==> config.mk <==
export PLATFORM = sky130hd
export DESIGN_NAME = pipe_stage_reg
export DESIGN_NICKNAME = d
export VERILOG_FILES = /design/src/rtl/pipe_pkg.sv /design/src/rtl/pipe_stage_entry.sv /design/src/rtl/pipe_stage_reg.sv
export SDC_FILE = /design/constraint.sdc
export NUM_CORES = 1
export LEC_CHECK = 0
export CORE_MARGIN = 4
export CORE_UTILIZATION = 36
export CTS_BUF_LIST = sky130_fd_sc_hd__clkbuf_4 sky130_fd_sc_hd__clkbuf_8
export CTS_CLUSTER_SIZE = 10
export DETAILED_ROUTE_END_ITERATION = 16
export MAX_ROUTING_LAYER = met4
export PLACE_DENSITY = 0.78
export SKIP_LAST_GASP = 1
export SLEW_MARGIN = 5
export SYNTH_ARGS = -nofsm -noshare
export SYNTH_HDL_FRONTEND = slang
export SYNTH_SLANG_ARGS = --single-unit
==> constraint.sdc <==
create_clock -name clk -period 4.65 [get_ports clk]
set_clock_uncertainty 0.05 [all_clocks]
set_input_delay 0.465 -clock clk [delete_from_list [all_inputs] [get_ports clk]]
set_output_delay 0.465 -clock clk [all_outputs]
set_load 0.01 [all_outputs]
==> src/rtl/pipe_pkg.sv <==
// Shared definitions for the inter-stage pipeline registers: per-boundary
// control bundle widths, control field offsets and the skid-buffer state encoding.
package pipe_pkg;
    localparam int IF_ID_CTRL_W  = 4;
    localparam int ID_EX_CTRL_W  = 8;
    localparam int EX_MEM_CTRL_W = 5;
    localparam int MEM_WB_CTRL_W = 3;

    // Bit offsets of the control fields inside a ctrl bundle
    localparam int CTRL_REG_WRITE = 0;
    localparam int CTRL_MEM_READ  = 1;
    localparam int CTRL_MEM_WRITE = 2;
    localparam int CTRL_BRANCH    = 3;
    localparam int CTRL_JUMP      = 4;

    typedef enum logic [1:0] {
        ST_EMPTY = 2'd0,
        ST_ONE   = 2'd1,
        ST_TWO   = 2'd2
    } skid_state_t;
endpackage

==> src/rtl/pipe_stage_entry.sv <==
// One valid+ctrl+data register. clr (flush) drops the entry and zeroes ctrl;
// data is zeroed only when CLEAR_DATA is set, otherwise it is simply held.
module pipe_stage_entry #(
    parameter int CTRL_W     = 8,
    parameter int DATA_W     = 64,
    parameter int CLEAR_DATA = 0
) (
    input  logic              clk,
    input  logic              rst,
    input  logic              clr,
    input  logic              load,
    input  logic              drop,
    input  logic [CTRL_W-1:0] in_ctrl,
    input  logic [DATA_W-1:0] in_data,
    output logic              valid,
    output logic [CTRL_W-1:0] ctrl,
    output logic [DATA_W-1:0] data
);
    always_ff @(posedge clk) begin
        if (rst || clr) begin
            valid <= 1'b0;
            ctrl  <= '0;
            if (CLEAR_DATA != 0) data <= '0;
        end else if (load) begin
            valid <= 1'b1;
            ctrl  <= in_ctrl;
            data  <= in_data;
        end else if (drop) begin
            valid <= 1'b0;
        end
    end
endmodule

==> src/rtl/pipe_stage_reg.sv <==
// Generic inter-stage pipeline register: valid/ready handshake, flush with bubble,
// optional skid entry for a registered in_ready, and a saturating stall counter.
module pipe_stage_reg
    import pipe_pkg::*;
#(
    parameter int CTRL_W     = 8,
    parameter int DATA_W     = 64,
    parameter int SKID       = 0,
    parameter int CLEAR_DATA = 0,
    parameter int CNT_W      = 16
) (
    input  logic              clk,
    input  logic              rst,
    input  logic              flush,
    input  logic              in_valid,
    output logic              in_ready,
    input  logic [CTRL_W-1:0] in_ctrl,
    input  logic [DATA_W-1:0] in_data,
    output logic              out_valid,
    input  logic              out_ready,
    output logic [CTRL_W-1:0] out_ctrl,
    output logic [DATA_W-1:0] out_data,
    output logic [CNT_W-1:0]  stall_cnt,
    output logic [1:0]        occupancy
);
    localparam logic [CNT_W-1:0] CNT_MAX = '1;

    logic              main_vld, main_load, main_drop;
    logic [CTRL_W-1:0] main_ctrl, main_ctrl_in;
    logic [DATA_W-1:0] main_data_in;

    pipe_stage_entry #(.CTRL_W(CTRL_W), .DATA_W(DATA_W), .CLEAR_DATA(CLEAR_DATA)) u_main (
        .clk(clk), .rst(rst), .clr(flush), .load(main_load), .drop(main_drop),
        .in_ctrl(main_ctrl_in), .in_data(main_data_in),
        .valid(main_vld), .ctrl(main_ctrl), .data(out_data)
    );

    generate
        if (SKID == 0) begin : g_single
            assign in_ready     = !main_vld || out_ready;
            assign main_load    = in_valid && in_ready;
            assign main_drop    = main_vld && out_ready;
            assign main_ctrl_in = in_ctrl;
            assign main_data_in = in_data;
            assign occupancy    = {1'b0, main_vld};
        end else begin : g_skid
            skid_state_t       state, state_nxt;
            logic              skid_vld, skid_load, skid_drop, from_skid;
            logic [CTRL_W-1:0] skid_ctrl;
            logic [DATA_W-1:0] skid_data;

            pipe_stage_entry #(.CTRL_W(CTRL_W), .DATA_W(DATA_W), .CLEAR_DATA(CLEAR_DATA)) u_skid (
                .clk(clk), .rst(rst), .clr(flush), .load(skid_load), .drop(skid_drop),
                .in_ctrl(in_ctrl), .in_data(in_data),
                .valid(skid_vld), .ctrl(skid_ctrl), .data(skid_data)
            );

            always_ff @(posedge clk) begin
                if (rst || flush) state <= ST_EMPTY;
                else              state <= state_nxt;
            end

            always_comb begin
                state_nxt = state;
                main_load = 1'b0;
                main_drop = 1'b0;
                skid_load = 1'b0;
                skid_drop = 1'b0;
                from_skid = 1'b0;
                case (state)
                    ST_EMPTY: if (in_valid) begin
                        main_load = 1'b1;
                        state_nxt = ST_ONE;
                    end
                    ST_ONE: begin
                        if (in_valid && out_ready) begin
                            main_load = 1'b1;
                        end else if (in_valid) begin
                            skid_load = 1'b1;
                            state_nxt = ST_TWO;
                        end else if (out_ready) begin
                            main_drop = 1'b1;
                            state_nxt = ST_EMPTY;
                        end
                    end
                    ST_TWO: if (out_ready) begin
                        // Skid entry is older than anything upstream: promote it
                        main_load = 1'b1;
                        from_skid = 1'b1;
                        skid_drop = 1'b1;
                        state_nxt = ST_ONE;
                    end
                    default: state_nxt = ST_EMPTY;
                endcase
            end

            assign in_ready     = (state != ST_TWO);
            assign main_ctrl_in = from_skid ? skid_ctrl : in_ctrl;
            assign main_data_in = from_skid ? skid_data : in_data;
            assign occupancy    = {1'b0, main_vld} + {1'b0, skid_vld};
        end
    endgenerate

    assign out_valid = main_vld;
    assign out_ctrl  = main_vld ? main_ctrl : '0;

    always_ff @(posedge clk) begin
        if (rst)
            stall_cnt <= '0;
        else if (out_valid && !out_ready && stall_cnt != CNT_MAX)
            stall_cnt <= stall_cnt + 1'b1;
    end
endmodule

==> summary.md, run 1 <==
| Metric | Value |
|---|---|
| Yosys warns | 0 |
| Crit start category | input port |
| Hold Path End | u_main.ctrl[6] |
| Global-route wire length before repair | 12.7 mm |
| WHS Path Cells | 2 |
| Highest Clock Rate | 356 MHz |
| TritonCTS clock tree | done |
| Count of pins over their slew limit | 0 |
| Total wire length | 8.82 mm |
| RSZ-0062 raised after global routing | false |
| Gr ovfl total | 0 |
| I/O pin count | between 150 and 200 |
| Area growth syn-to-layout | 63.8% |
| Clock period minus worst slack | 2.81 ns |
| DRT Pass-1 Iters | 4 |
| Pin count of the biggest net entering global routing | 65 |
| Slew @ Worst Pin | 0.783 ns |
| Post-DP HPWL | 6.61 mm |
| Initial antenna violation count | 0 |
| Part of the cycle the worst path needs | 0.603 |
| Root Driver | clkbuf_8 |
| R2r endpoint | u_main.data[57] |
| Core region area | 8340 um2 |
| Via count | 2349 |
| DRC viols | 0 |
| CP Capture Type | flip-flop |
| R2R depth | 5 |
| CP Max Fanout | 64 |
| Ratio of cells with drive above 1 in the final layout | 0.0698 |
| Min-delay src | u_main.ctrl[6] |
| Diode count | 0 |
| Total die area | 10300 um2 |
| Reg2Reg Setup Slack | approximately 2.0 ns |
| Area share of the largest cell type after synthesis | 0.614 |
| GRT Total Usage | 0.172 |
| EDFF count, synth | 64 |
| Leakage power | about 1.8 nW |
| Post-Route Utilization | 0.615 |
| VDD IR max | 0.134 mV |
| Worst Hold Class | reg2reg |
| Chip Height | ~100 um |
| Die width | 101 um |
| FP Rows | 33 |
| Largest area contributor in the netlist | edfxtp_1 |
| Kind of critical path | in2reg |
| Clock Latency Late Sink | around 0.35 ns |
| Hold buffers post-CTS | 0 |
| Syn Nets | between 200 and 300 |
| Total design power | 1.59 mW |
| Final-stage net count | 460 |
| Setup_tns | 0 ns |
| CTS sink cnt | between 80 and 90 |
| Most common flop cell mapped by yosys | edfxtp_1 |
| Synthesized netlist cell count | around 210 |
| Rel. slew slack | 0.478 |
| Post-synthesis sequential area ratio | 0.773 |
| Depth of the CTS H-tree | 3 |
| Final setup violation count | 0 |
| Resized cells post-CTS | 0 |
| Remaining antenna violation count | 0 |
| Post-Syn Area | 3130 um2 |
| Share of async-settable or async-resettable flops after synthesis | 0 |
| Synth top cells by count | edfxtp_1 (64), dfxtp_1 (25), nor2_1 (24) |
| # Max-Cap Violations | 0 |
| Clock-pin slew on the worst setup and hold paths | around 0.090 ns |
| Via density | 4.77 |
| Reg-to-reg startpoint | u_main.valid |
| Crit path required time | 4.58 ns |
| Drt wl/cell | 17.9 um |
| Crit path arrival time | 2.74 ns |
| Top cells by area, synth | edfxtp_1 (61%), dfxtp_1 (16%), xor2_1 (3.4%), nor2_1 (2.9%), nand3_1 (2.2%) |
| Synthesized area per cell | 14.8 um2 |
| Count leader, synth | edfxtp_1 |
| Cts bufs inserted | 9 |
| Initial drt markers | 118 |
| Synth unique cells | 34 |
| Pwr Density | 311 nW/um2 |
| Hold slack | 0.407 ns |
| IO buf count | 167 |
| Vias in the first global route | 2260 |
| FF+latch count, synth | 89 |
| CTS Buffer Depth | 2 |
| Postcts setup bufs | 0 |
| Status | finished clean |
| Starting Density | 0.375 |
| Fin. Hold Viols | 0 |
| Placer Congestion | 0.845 |
==> flip-flops by register name, summed over array words and instances (netlist names) <==
| signal | count |
|---|---|
| u_main.valid | 1 |
| u_main.ctrl | 8 |
| u_main.data | 64 |
| stall_cnt | 16 |
==> area by class of cell <==
class,count,area (um2)
Clock buffer,9,124
Clock inverter,7,98.8
Fill cell,627,3210
Inverter,1,3.75
Multi-Input combinational cell,113,671
Sequential cell,89,2420
Tap cell,105,131
Timing Repair Buffer,168,1680
==> worst max path at each step <==
stage / start / endpoint / slack (ns) / cells after the start
2_1_floorplan: out_ready / u_main.data[0] / 1.03 / 5
3_3_place_gp: out_ready / u_main.data[52] / 1.64 / 6
3_5_place_dp: out_ready / u_main.data[53] / 1.52 / 6
4_1_cts: out_ready / u_main.data[44] / 1.87 / 6
5_1_grt: out_ready / u_main.data[4] / 1.73 / 6
6_report: out_ready / u_main.data[57] / 1.84 / 6
==> cell families after synthesis <==
kind of cell,synth area share
XOR/XNOR,0.0336
buffers and inverters,0.0148
AND/OR/NAND/NOR,0.120
flip-flops,0.773
adder cells (fa/ha/maj),0.00399
AO/OA/AOI/OAI,0.0415
multiplexers,0.0112
other,0.00120
==> placed cells by master, fill, tap and decap left out, types with 2 or more instances in the layout <==
| cell type | count |
|---|---|
| nand3_1 | 14 |
| mux2i_1 | 2 |
| nor3_1 | 3 |
| and4_1 | 2 |
| xor2_1 | 12 |
| nor2_1 | 23 |
| a21oi_1 | 9 |
| nor4_1 | 2 |
| and2_1 | 8 |
| bufinv_16 | 2 |
| clkdlybuf4s50_1 | 167 |
| o21ai_0 | 2 |
| o211ai_1 | 3 |
| edfxtp_1 | 64 |
| o2111ai_1 | 3 |
| dfxtp_1 | 25 |
| inv_6 | 3 |
| clkbuf_8 | 9 |
| nand2_1 | 13 |
| or2_2 | 3 |
==> metal layers <==
metal	wire length, um	part of all wire	vias up	GRT usage
met5	0	0	-	-
li1	-	-	1107	-
met4	114	0.013	0	0.0583
met1	3660	0.41	1119	0.210
met3	672	0.076	10	0.0455
met2	4380	0.50	113	0.278
==> stage by stage <==
step	instances	cell area, um2	worst slack (ns)
after floorplan	212	3130	1.03
after global placement	476	4910	1.64
after detailed placement	476	4910	1.52
after CTS	492	5130	1.87
after global routing	492	5130	1.73
final	492	5130	1.84
==> report_power, final <==
group / leakage [nW] / internal [mW] / switching (mW) / total [mW]
Combinational: 0.860 / 0.0862 / 0.0449 / 0.131
Sequential: 0.789 / 0.871 / 0.00645 / 0.877
Clock: 0.111 / 0.307 / 0.278 / 0.585
==> critical path, stage by stage <==
cell,delay [ns]
clkdlybuf4s50_1,0.47
and2b_1,0.26
inv_1,0.38
nand2_1,0.34
nor2_4,0.17
buf_4,0.62
(Power assumes the default switching activity.)
==> inputs of run 2 (changes only) <==
Clock period 4.65 ns to 2.4 ns, I/O delays scaled along.
==> run 2 against run 1 <==
Sequential cell count unchanged. Critical endpoint is now in_ready. First-iteration DRC count down 14%. Critical path depth fell by 2. Clock power rose by 60%. Worst setup slack worse by 1.6 ns. Utilization up 0.38 points. Global-route usage up 0.24 points. Highest routed layer unchanged. Register-to-register slack worse by 1.6 ns.
==> summary.md, run 2 (same netlist as run 1, synthesis figures left out) <==
| Metric | Value |
|---|---|
| Status | finished clean |
| Slowest-stage cell, CP | clkdlybuf4s50_1 |
| CTS Buffer Depth | 2 (unchanged) |
| R2R depth | 5 (unchanged) |
| Ratio of cells with drive above 1 in the final layout | 0.0964 (+0.0267) |
| Global route hottest layer | met2 |
| Worst slack at placement | 0.317 ns (-1.20 ns) |
| Starting Density | 0.375 (unchanged) |
| Clock-pin slew on the worst setup and hold paths | 0.10 ns (about the same) |
| Postcts setup bufs | 0 (unchanged) |
| Vias in the first global route | 2189 (-3.1%) |
| Chip Height | 101 um (unchanged) |
| CTS sink cnt | 89 (unchanged) |
| RSZ-0062 raised after global routing | false |
| Total die area | 10300 um2 (unchanged) |
| DRC viols | 0 (unchanged) |
| Root Driver | clkbuf_8 |
| I/O pin count | 169 (unchanged) |
| Crit path arrival time | 1.83 ns (-0.91 ns) |
| Via count | 2300 (-2.1%) |
| Area after DPL | 4980 um2 (+1.4%) |
| Crit path required time | 2.11 ns (-2.47 ns) |
| Crit start category | flip-flop |
| GRT Total Usage | 0.174 (+0.00238) |
| Die width | 101 um (unchanged) |
| GR met3 Demand/Resource | 0.0668 (+0.0213) |
| Fill cell count | 649 (+3.5%) |
| IO buf count | 167 (unchanged) |
| TritonCTS clock tree | done |
| Reg2Reg Setup Slack | 0.38 ns (-1.62 ns) |
| Worst Hold Class | in2reg |
| Final setup violation count | 0 (unchanged) |
| Initial drt markers | 101 (-14%) |
| Multi-input logic area | 674 um2 (+0.56%) |
| Leakage power | 1.77 nW (+0.68%) |
| Initial antenna violation count | 1 (+1) |
| Total wire length | 8.86 mm (+0.44%) |
| Area growth syn-to-layout | 64.8% |
| CP Capture Type | primary output |
| Depth of the CTS H-tree | 3 (unchanged) |
| Fin. Hold Viols | 0 (unchanged) |
| Gr ovfl total | 0 (unchanged) |
| FP Rows | 33 (unchanged) |
| Drt wl/cell | 17.7 um (-1.2%) |
| Max reg flops | 64 (unchanged) |
| Design Area, Final | 5160 um2 (+0.61%) |
| FF/Latch Area | 2420 um2 (about the same) |
| Setup_tns | 0 ns (unchanged) |
| Remaining antenna violation count | 0 (unchanged) |
| Pwr Density | 562 nW/um2 (+81%) |
| Commonest cells after routing, fill and taps aside | clkdlybuf4s50_1 (167), edfxtp_1 (64), dfxtp_1 (24) |
| Reg with most FFs | u_main.data |
| Reg-to-reg startpoint | stall_cnt[5] |
| Post-DP HPWL | 6.96 mm (+5.3%) |
| Highest Clock Rate | around 470 MHz |
| Clock period minus worst slack | 2.12 ns |
| Hold buffers post-CTS | 0 (unchanged) |
| Final-stage net count | 467 (+1.5%) |
| Core region area | 8340 um2 (unchanged) |
| Resized cells post-CTS | 0 (unchanged) |
| Clock Latency Late Sink | 0.36 ns (about the same) |
| Placer Congestion | 0.818 (-3.2%) |
| Hold Path End | u_main.data[60] |
| WHS Path Cells | 1 (-1) |
| Biggest regs | u_main.data x64, stall_cnt x16, u_main.ctrl x8 |
| Met2 Usage GRT | 0.284 (+0.00654) |
| Global-route wire length before repair | 12.7 mm (about the same) |
| Most common cell after layout, fill and taps aside | clkdlybuf4s50_1 |
| Total design power | 2.90 mW (+82%) |
| Hold slack | 0.374 ns (-0.0328 ns) |
| Met1 usage | 0.201 (-0.00842) |
| Fin worst setup slack | 0.278 ns (-1.57 ns) |
| Via density | 4.60 (-3.7%) |
| VDD IR max | 0.242 mV (+80%) |
| DRT Pass-1 Iters | 4 (unchanged) |
| Cts bufs inserted | 9 (unchanged) |
| CP cell instances | and2b_2 > inv_2 > buf_4 > clkdlybuf4s50_1 |
| CP Max Fanout | 14 (-78%) |
| # Max-Cap Violations | 0 (unchanged) |
| Count of pins over their slew limit | 0 (unchanged) |
| Min-delay src | in_data[60] |
| Kind of critical path | reg2out |
| Max incr delay on CP | 0.56 ns (-0.06 ns) |
| Pin count of the biggest net entering global routing | 37 (-43%) |
| R2r endpoint | stall_cnt[15] |
| Part of the cycle the worst path needs | 0.884 |
## run 2: worst max-delay path by stage
stage / end / slack, ns / startpoint / cells after the start
after global placement: in_ready / 0.33 / out_ready / 5
after CTS: in_ready / 0.24 / u_main.valid / 4
after floorplan: u_main.data[0] / 0.0006 / u_main.valid / 5
after global routing: in_ready / 0.18 / u_main.valid / 4
after detailed placement: in_ready / 0.32 / out_ready / 5
final: in_ready / 0.28 / u_main.valid / 4
## run 2: cell type report
type	count	share of cell area
clock buffer	10	0.0255
inverter	1	0.000727
multi-input combinational	113	0.131
sequential	89	0.470
clock inverter	6	0.00970
antenna	1	0.000485
tap	105	0.0255
timing repair buffer	175	0.338
## run 2: worst max-delay path, delay by kind of cell (launching register included)
family                 cells  cell delay (ns)
buffers and inverters      3             0.83
and+or+nand+nor            1             0.27
DFF                        1             0.38
## run 2: report_power, final
group	total, mW	internal (mW)	switching [mW]
Combinational	0.262	0.174	0.0880
Sequential	1.70	1.69	0.0125
Clock	0.938	0.398	0.540
## run 2: routing by layer
metal  part of all wire  routed length [um]
met5                  0                   0
met4              0.012                 110
met3               0.11                 982
met2               0.49                4370
met1               0.38                3390
## run 2: metrics by stage
| step | cells | util |
|---|---|---|
| floorplan | 212 | - |
| global placement | 483 | 0.597 |
| detailed placement | 483 | 0.597 |
| CTS | 499 | 0.619 |
| global route | 500 | 0.619 |
| finish | 500 | 0.619 |
